==> src/rtl/fetch_pkg.sv <==
// fetch_pkg: shared definitions for the instruction fetch unit.
//   - FSM state encodings (2-bit)
//   - NOP instruction (addi x0,x0,0) presented on reset / misaligned packets
//   - default reset vector
//   - align_word(): clears the byte-offset bits of an address
// Optional feature macro used by the fetch files: FETCH_MISALIGN_CHK_EN
package fetch_pkg;

  localparam logic [1:0] ST_BOOT  = 2'd0;
  localparam logic [1:0] ST_WAIT  = 2'd1;
  localparam logic [1:0] ST_HOLD  = 2'd2;
  localparam logic [1:0] ST_FLUSH = 2'd3;

  localparam logic [31:0] NOP_INSTR         = 32'h0000_0013;
  localparam logic [31:0] DEFAULT_RESET_VEC = 32'h0000_0000;

  function automatic logic [31:0] align_word(input logic [31:0] a);
    return a & 32'hFFFF_FFFC;
  endfunction

endpackage

==> src/rtl/fetch_pc_next.sv <==
// fetch_pc_next: combinational next-PC select and incrementer.
// Priority: flush target, then (when the held packet is consumed) jump
// target or pc+4, otherwise hold the current pc.
// Ports:
//   i_pc          current fetch pc
//   i_flush       redirect request, i_flush_addr its target
//   i_adv         held packet is being consumed this cycle
//   i_jump_sel    taken jump for the consumed packet, i_jump_addr its target
//   o_pc_nxt      pc to load at the next rising edge
//   o_pc_plus4    i_pc + 4 (wraps modulo 2^32)
// Macro FETCH_MISALIGN_CHK_EN: when undefined, every loaded pc is forced
// word-aligned here; when defined, the raw target is passed through so the
// fetch FSM can flag it.
module fetch_pc_next
  import fetch_pkg::*;
(
  input  logic [31:0] i_pc,
  input  logic        i_flush,
  input  logic [31:0] i_flush_addr,
  input  logic        i_adv,
  input  logic        i_jump_sel,
  input  logic [31:0] i_jump_addr,
  output logic [31:0] o_pc_nxt,
  output logic [31:0] o_pc_plus4
);

  logic [31:0] w_sel;

  assign o_pc_plus4 = i_pc + 32'd4;

  always_comb begin
    w_sel = i_pc;
    if (i_flush)
      w_sel = i_flush_addr;
    else if (i_adv)
      w_sel = i_jump_sel ? i_jump_addr : o_pc_plus4;
  end

`ifdef FETCH_MISALIGN_CHK_EN
  assign o_pc_nxt = w_sel;
`else
  assign o_pc_nxt = align_word(w_sel);
`endif

endmodule

==> src/rtl/fetch.sv <==
// fetch: single-outstanding-request instruction fetch unit.
// Issues one word request per packet, registers the response as a packet
// for decode, holds it while stalled, then advances pc (+4 or jump).
// Ports:
//   i_clk, i_rst                 clock, synchronous active-high reset
//   i_jump_sel, i_jump_addr      taken jump for the presented packet
//   i_flush, i_flush_addr        unconditional redirect, any state
//   i_stall                      decode not ready, hold packet
//   o_imem_req, o_imem_addr      memory request / word address
//   i_imem_valid, i_imem_rdata   memory response
//   o_valid, o_instr, o_pc, o_pc_plus4, o_misalign   packet to decode
// Macro FETCH_MISALIGN_CHK_EN: enables the misaligned-pc packet; default
// build forces alignment and ties o_misalign low.
//
// state    | meaning
// BOOT     | first cycle after reset, no request, stale responses dropped
// WAIT     | request at pc outstanding, waiting for response
// HOLD     | packet presented to decode, no request
// FLUSH    | redirected while a request was in flight, drop its response
module fetch
  import fetch_pkg::*;
#(
  parameter logic [31:0] RESET_VEC = DEFAULT_RESET_VEC
) (
  input  logic        i_clk,
  input  logic        i_rst,
  input  logic [31:0] i_jump_addr,
  input  logic        i_jump_sel,
  input  logic        i_flush,
  input  logic [31:0] i_flush_addr,
  input  logic        i_stall,
  output logic        o_imem_req,
  output logic [31:0] o_imem_addr,
  input  logic        i_imem_valid,
  input  logic [31:0] i_imem_rdata,
  output logic        o_valid,
  output logic [31:0] o_instr,
  output logic [31:0] o_pc,
  output logic [31:0] o_pc_plus4,
  output logic        o_misalign
);

  logic [1:0]  r_state;
  logic [31:0] r_pc;
  logic        r_req;
  logic        r_valid;
  logic [31:0] r_instr;
  logic [31:0] r_pkt_pc;
  logic [31:0] r_pkt_pc4;
  logic        r_misalign;

  logic [1:0]  w_state_nxt;
  logic [31:0] w_pc_nxt;
  logic [31:0] w_pc_plus4;
  logic        w_adv;
  logic        w_mis;
  logic        w_nxt_mis;
  logic        w_wait_mis;
  logic        w_consume;

  assign w_adv     = (r_state == ST_HOLD) && !i_stall;
  assign w_consume = w_adv && !i_flush;

`ifdef FETCH_MISALIGN_CHK_EN
  assign w_mis     = (r_pc[1:0] != 2'b00);
  assign w_nxt_mis = (w_pc_nxt[1:0] != 2'b00);
`else
  assign w_mis     = 1'b0;
  assign w_nxt_mis = 1'b0;
`endif

  // A misaligned pc in WAIT never issued a request, so nothing is in flight.
  assign w_wait_mis = (r_state == ST_WAIT) && w_mis;

  fetch_pc_next u_pc_next (
    .i_pc        (r_pc),
    .i_flush     (i_flush),
    .i_flush_addr(i_flush_addr),
    .i_adv       (w_adv),
    .i_jump_sel  (i_jump_sel),
    .i_jump_addr (i_jump_addr),
    .o_pc_nxt    (w_pc_nxt),
    .o_pc_plus4  (w_pc_plus4)
  );

  always_comb begin
    w_state_nxt = r_state;
    if (i_flush) begin
      case (r_state)
        ST_WAIT:  w_state_nxt = (i_imem_valid || w_wait_mis) ? ST_WAIT : ST_FLUSH;
        ST_FLUSH: w_state_nxt = i_imem_valid ? ST_WAIT : ST_FLUSH;
        default:  w_state_nxt = ST_WAIT;
      endcase
    end else begin
      case (r_state)
        ST_BOOT:  w_state_nxt = ST_WAIT;
        ST_WAIT:  if (w_wait_mis || i_imem_valid) w_state_nxt = ST_HOLD;
        ST_HOLD:  if (!i_stall) w_state_nxt = ST_WAIT;
        ST_FLUSH: if (i_imem_valid) w_state_nxt = ST_WAIT;
        default:  w_state_nxt = ST_BOOT;
      endcase
    end
  end

  always_ff @(posedge i_clk) begin
    if (i_rst) begin
      r_state    <= ST_BOOT;
`ifdef FETCH_MISALIGN_CHK_EN
      r_pc       <= RESET_VEC;
`else
      r_pc       <= align_word(RESET_VEC);
`endif
      r_req      <= 1'b0;
      r_valid    <= 1'b0;
      r_instr    <= NOP_INSTR;
      r_pkt_pc   <= 32'h0;
      r_pkt_pc4  <= 32'h0;
      r_misalign <= 1'b0;
    end else begin
      r_state <= w_state_nxt;
      r_pc    <= w_pc_nxt;
      r_req   <= (w_state_nxt == ST_WAIT) && !w_nxt_mis;
      if (i_flush || w_consume) begin
        r_valid    <= 1'b0;
        r_misalign <= 1'b0;
      end else if ((r_state == ST_WAIT) && (w_mis || i_imem_valid)) begin
        r_valid    <= 1'b1;
        r_misalign <= w_mis;
        r_instr    <= w_mis ? NOP_INSTR : i_imem_rdata;
        r_pkt_pc   <= r_pc;
        r_pkt_pc4  <= w_pc_plus4;
      end
    end
  end

  assign o_imem_req  = r_req;
  assign o_imem_addr = r_pc;
  assign o_valid     = r_valid;
  assign o_instr     = r_instr;
  assign o_pc        = r_pkt_pc;
  assign o_pc_plus4  = r_pkt_pc4;
  assign o_misalign  = r_misalign;

endmodule

==> config.mk <==
export PLATFORM = sky130hd
export DESIGN_NAME = fetch
export DESIGN_NICKNAME = d
export VERILOG_FILES = /design/src/rtl/fetch_pkg.sv /design/src/rtl/fetch_pc_next.sv /design/src/rtl/fetch.sv
export SDC_FILE = /design/constraint.sdc
export NUM_CORES = 1
export LEC_CHECK = 0
export ABC_AREA = 1
export ABC_CLOCK_PERIOD_IN_PS = 2009
export CAP_MARGIN = 20
export CORE_MARGIN = 5
export CORE_UTILIZATION = 44
export DETAILED_ROUTE_END_ITERATION = 7
export PLACE_DENSITY = 0.81
export SYNTH_ARGS = -nofsm -noshare
export SYNTH_HDL_FRONTEND = slang
export SYNTH_SLANG_ARGS = --single-unit
export TNS_END_PERCENT = 50
==> constraint.sdc <==
create_clock -name i_clk -period 2.01 [get_ports i_clk]
set_input_delay 0.402 -clock i_clk [delete_from_list [all_inputs] [get_ports i_clk]]
set_output_delay 0.402 -clock i_clk [all_outputs]
set_load 0.05 [all_outputs]
==> impl_results.md <==
* Max Root-Sink Buffers at 2
* Critical path cell sequence: clkdlybuf4s50_1
* FFs w/ async S/R, synth at 0%
* FP Rows at 42
* Critical Path Fanout Max at 2
* Synthesis-to-finish area growth at 51.52%
* Final design utilization at 68.00%
* Clk slew on worst S/H paths at 0.06 ns
* IO Count at about 230
* Leak at between 3 and 4 nW
* Clock sink total at 126
* Area leader, netlist: dfxtp_1
* Register area share after synthesis at a little over two fifths
* Tot GR Track Use at about 25%
* Power density over the cells at roughly 810 nW/µm²
* RR Endpoint: o_imem_addr[24]
* Crit path max-delay family: buffers and inverters
* Crit path largest cell delay at around 0.84 ns
* Synth top area cells: dfxtp_1 (42%), nand2_1 (17%), a21oi_1 (7.8%)
* Via density at between 5 and 6
* Post-synth EDFFs at 0
* Cts hold-fix bufs at 0
* Final Cell Area at 9005 µm²
* FMAX at about 0.5 GHz
* Placed Area at ~8300 µm²
* CP Capture Type: output port
* Initial antenna violation count at 0
* Chip height at ~130 µm
* Normalized max-slew margin at a little over three fifths
* Place WS at 0.05780 ns
* Main synth FF type: dfxtp_1
* Number of CTS-inserted buffers at 17
* Hold path start: i_rst
* Max-slew violation count at 0
* Outcome: finished, final reports clean
* Peak supply drop at between 400 and 500 µV
* Dpl hpwl at between 10,000 and 15,000 µm
* Post-CTS Repair Setup Buffers at 0
* Min-Delay Endpoint: o_instr[0]
* Mean post-synth cell area at 6.700 µm²
* Clk_skew at between 0.005 and 0.006 ns
* WHS at 0.3130 ns
* Final worst path period share at 98.72%
* GP Congestion at around 0.92
* Post-Syn Area at a little under 6000 µm²
* Worst skew pair latency at 0.42 ns
* Final min period at about 2 ns
* Vias in the first global route at 6,205
* Via count at 6,522
* Pre-antenna DRT Iters at 5
* Die area at between 15,000 and 20,000 µm²
* Wire per inst at 15.66 µm
* Critical path class: flop to output port
* Initial Utilization at between 40% and 50%
* Fraction of layout cells with a size suffix above 1 at between 10% and 20%
* Post-Route WL at 20,300 µm
* Clk root buf: clkbuf_16
* Worst r2r src: o_imem_addr[10]
* CTS H-tree lvls at 4
* FF-to-FF path depth at 8
* Critical Path Source Type: flop
* Placeable Area at around 13,000 µm²
* Cell depth of the worst hold path at 3
* Buf+Inv Stages, Crit Path at 1
* Cell variety after synth at 31
* Global-route wire length before repair at 31,930 µm
* Hold WC Path Type: primary input to flop
* Tightest Pin Transition at about 0.56 ns
* CP required at ~1.6 ns
* Residual DRC count at 0
* CP max-delay cell: clkdlybuf4s50_1
* Die Span X at around 130 µm
* Synth top area share at 42.44%
* Data arrival time of the worst path at between 1.5 and 2 ns
* Final ANT Viol Nets at 0
* Gate Count Post-Synth at about 900
* YS warnings at 0
* Final setup fails at 0
* CTS tree: done
* Port Buf Inserts at 221
* Initial DRC count at roughly 500
* Final Hold Vio Count at 0
* Pin count of the biggest net entering global routing at 97
* Max_cap viols at 0
* Final #Nets at approximately 1,200
* Total grt overflow at 0
* R2r setup slk at about 0.17 ns
* Final Worst Setup Slack at roughly 0.026 ns
* Number of synthesized register bits at between 100 and 150
* N_diodes at 0
worst max path at each step:
stage,cells past startpoint,startpoint,to,slack [ns]
after floorplan,10,o_imem_addr[3],o_imem_addr[20],0.07
after CTS,1,o_instr[30],o_instr[30],0.005
after global routing,1,o_instr[13],o_instr[13],-0.0008
after detailed placement,9,i_imem_valid,o_pc_plus4[26],0.06
after global placement,9,i_imem_valid,o_pc_plus4[26],0.08
final,1,o_pc_plus4[13],o_pc_plus4[13],0.03
power by group:
group          internal [W]  switching (W)
Clock               0.00223        0.00114
Sequential          0.00260      0.0000916
Combinational      0.000466       0.000749
layout make-up:
cell class                 instances  area (µm²)
clock inverter                    14       215.2
clock buffer                      18       439.2
timing repair buffer             249        2461
fill                            1122        4238
inverter                          82       312.8
multi-input combinational        631        2834
tap                              176       220.2
sequential                       126        2522
through the flow:
| step | total power, W | instances | setup TNS [ns] |
|---|---|---|---|
| floorplan | 0.003449 | 893 | 0 |
| global placement | 0.003944 | 1264 | 0 |
| detailed placement | 0.003957 | 1264 | 0 |
| CTS | 0.007336 | 1296 | 0 |
| global route | 0.007547 | 1296 | -0.0008328 |
| finish | 0.007279 | 1296 | 0 |
cells in the final DEF (no fill, tap or decap), drive strengths merged, types with 19 or more instances in the layout:
| cell | Yosys | routed |
|---|---|---|
| a21oi | 93 | 93 |
| buf | 30 | 69 |
| clkdlybuf4s50 | 0 | 159 |
| dfxtp | 126 | 126 |
| inv | 81 | 82 |
| nand2 | 276 | 276 |
| nand3 | 61 | 61 |
| nor2 | 107 | 107 |
| o211ai | 19 | 19 |
| o21ai | 44 | 44 |
metal layers:
metal,part of all wire [%],vias to the layer above,track usage (%)
met2,48,227,41.19
met4,1.8,0,7.823
met5,0,-,0
li1,-,3251,-
met3,7.7,30,7.451
met1,42,3014,31.04
cells in the mapped netlist, types with 4 or more instances:
library cell,instances
nor2_2,5
buf_2,13
nor2_1,101
a21oi_1,93
clkbuf_1,24
dfxtp_1,126
buf_4,8
inv_1,77
nand3_1,61
a31oi_1,5
buf_6,8
o21ai_0,40
o21a_1,4
o211ai_1,19
o21ai_1,4
xor2_1,7
nand2_1,272
what timing repair did:
action	CTS	global route
resized for setup	3	21
endpoints found under the hold margin	0	0
setup endpoints to repair	3	34
cell families after synthesis:
kind of cell | after synthesis | share of synthesized area (%)
AOI/OAI and AO/OA | 165 | 14.97
buffers and inverters | 136 | 10.46
and+or+nand+nor | 449 | 30.53
adders and majority gates | 1 | 0.2105
other | 1 | 0.06310
xor gates and xnor gates | 9 | 1.326
DFF | 126 | 42.44
sequential cells by signal (all words and copies together), names as in the netlist:
signal	cells
o_imem_req	1
o_pc	30
o_valid	1
r_state	2
o_instr	32
o_pc_plus4	30
o_imem_addr	30
Note: power is estimated with default switching activity, not from simulation.
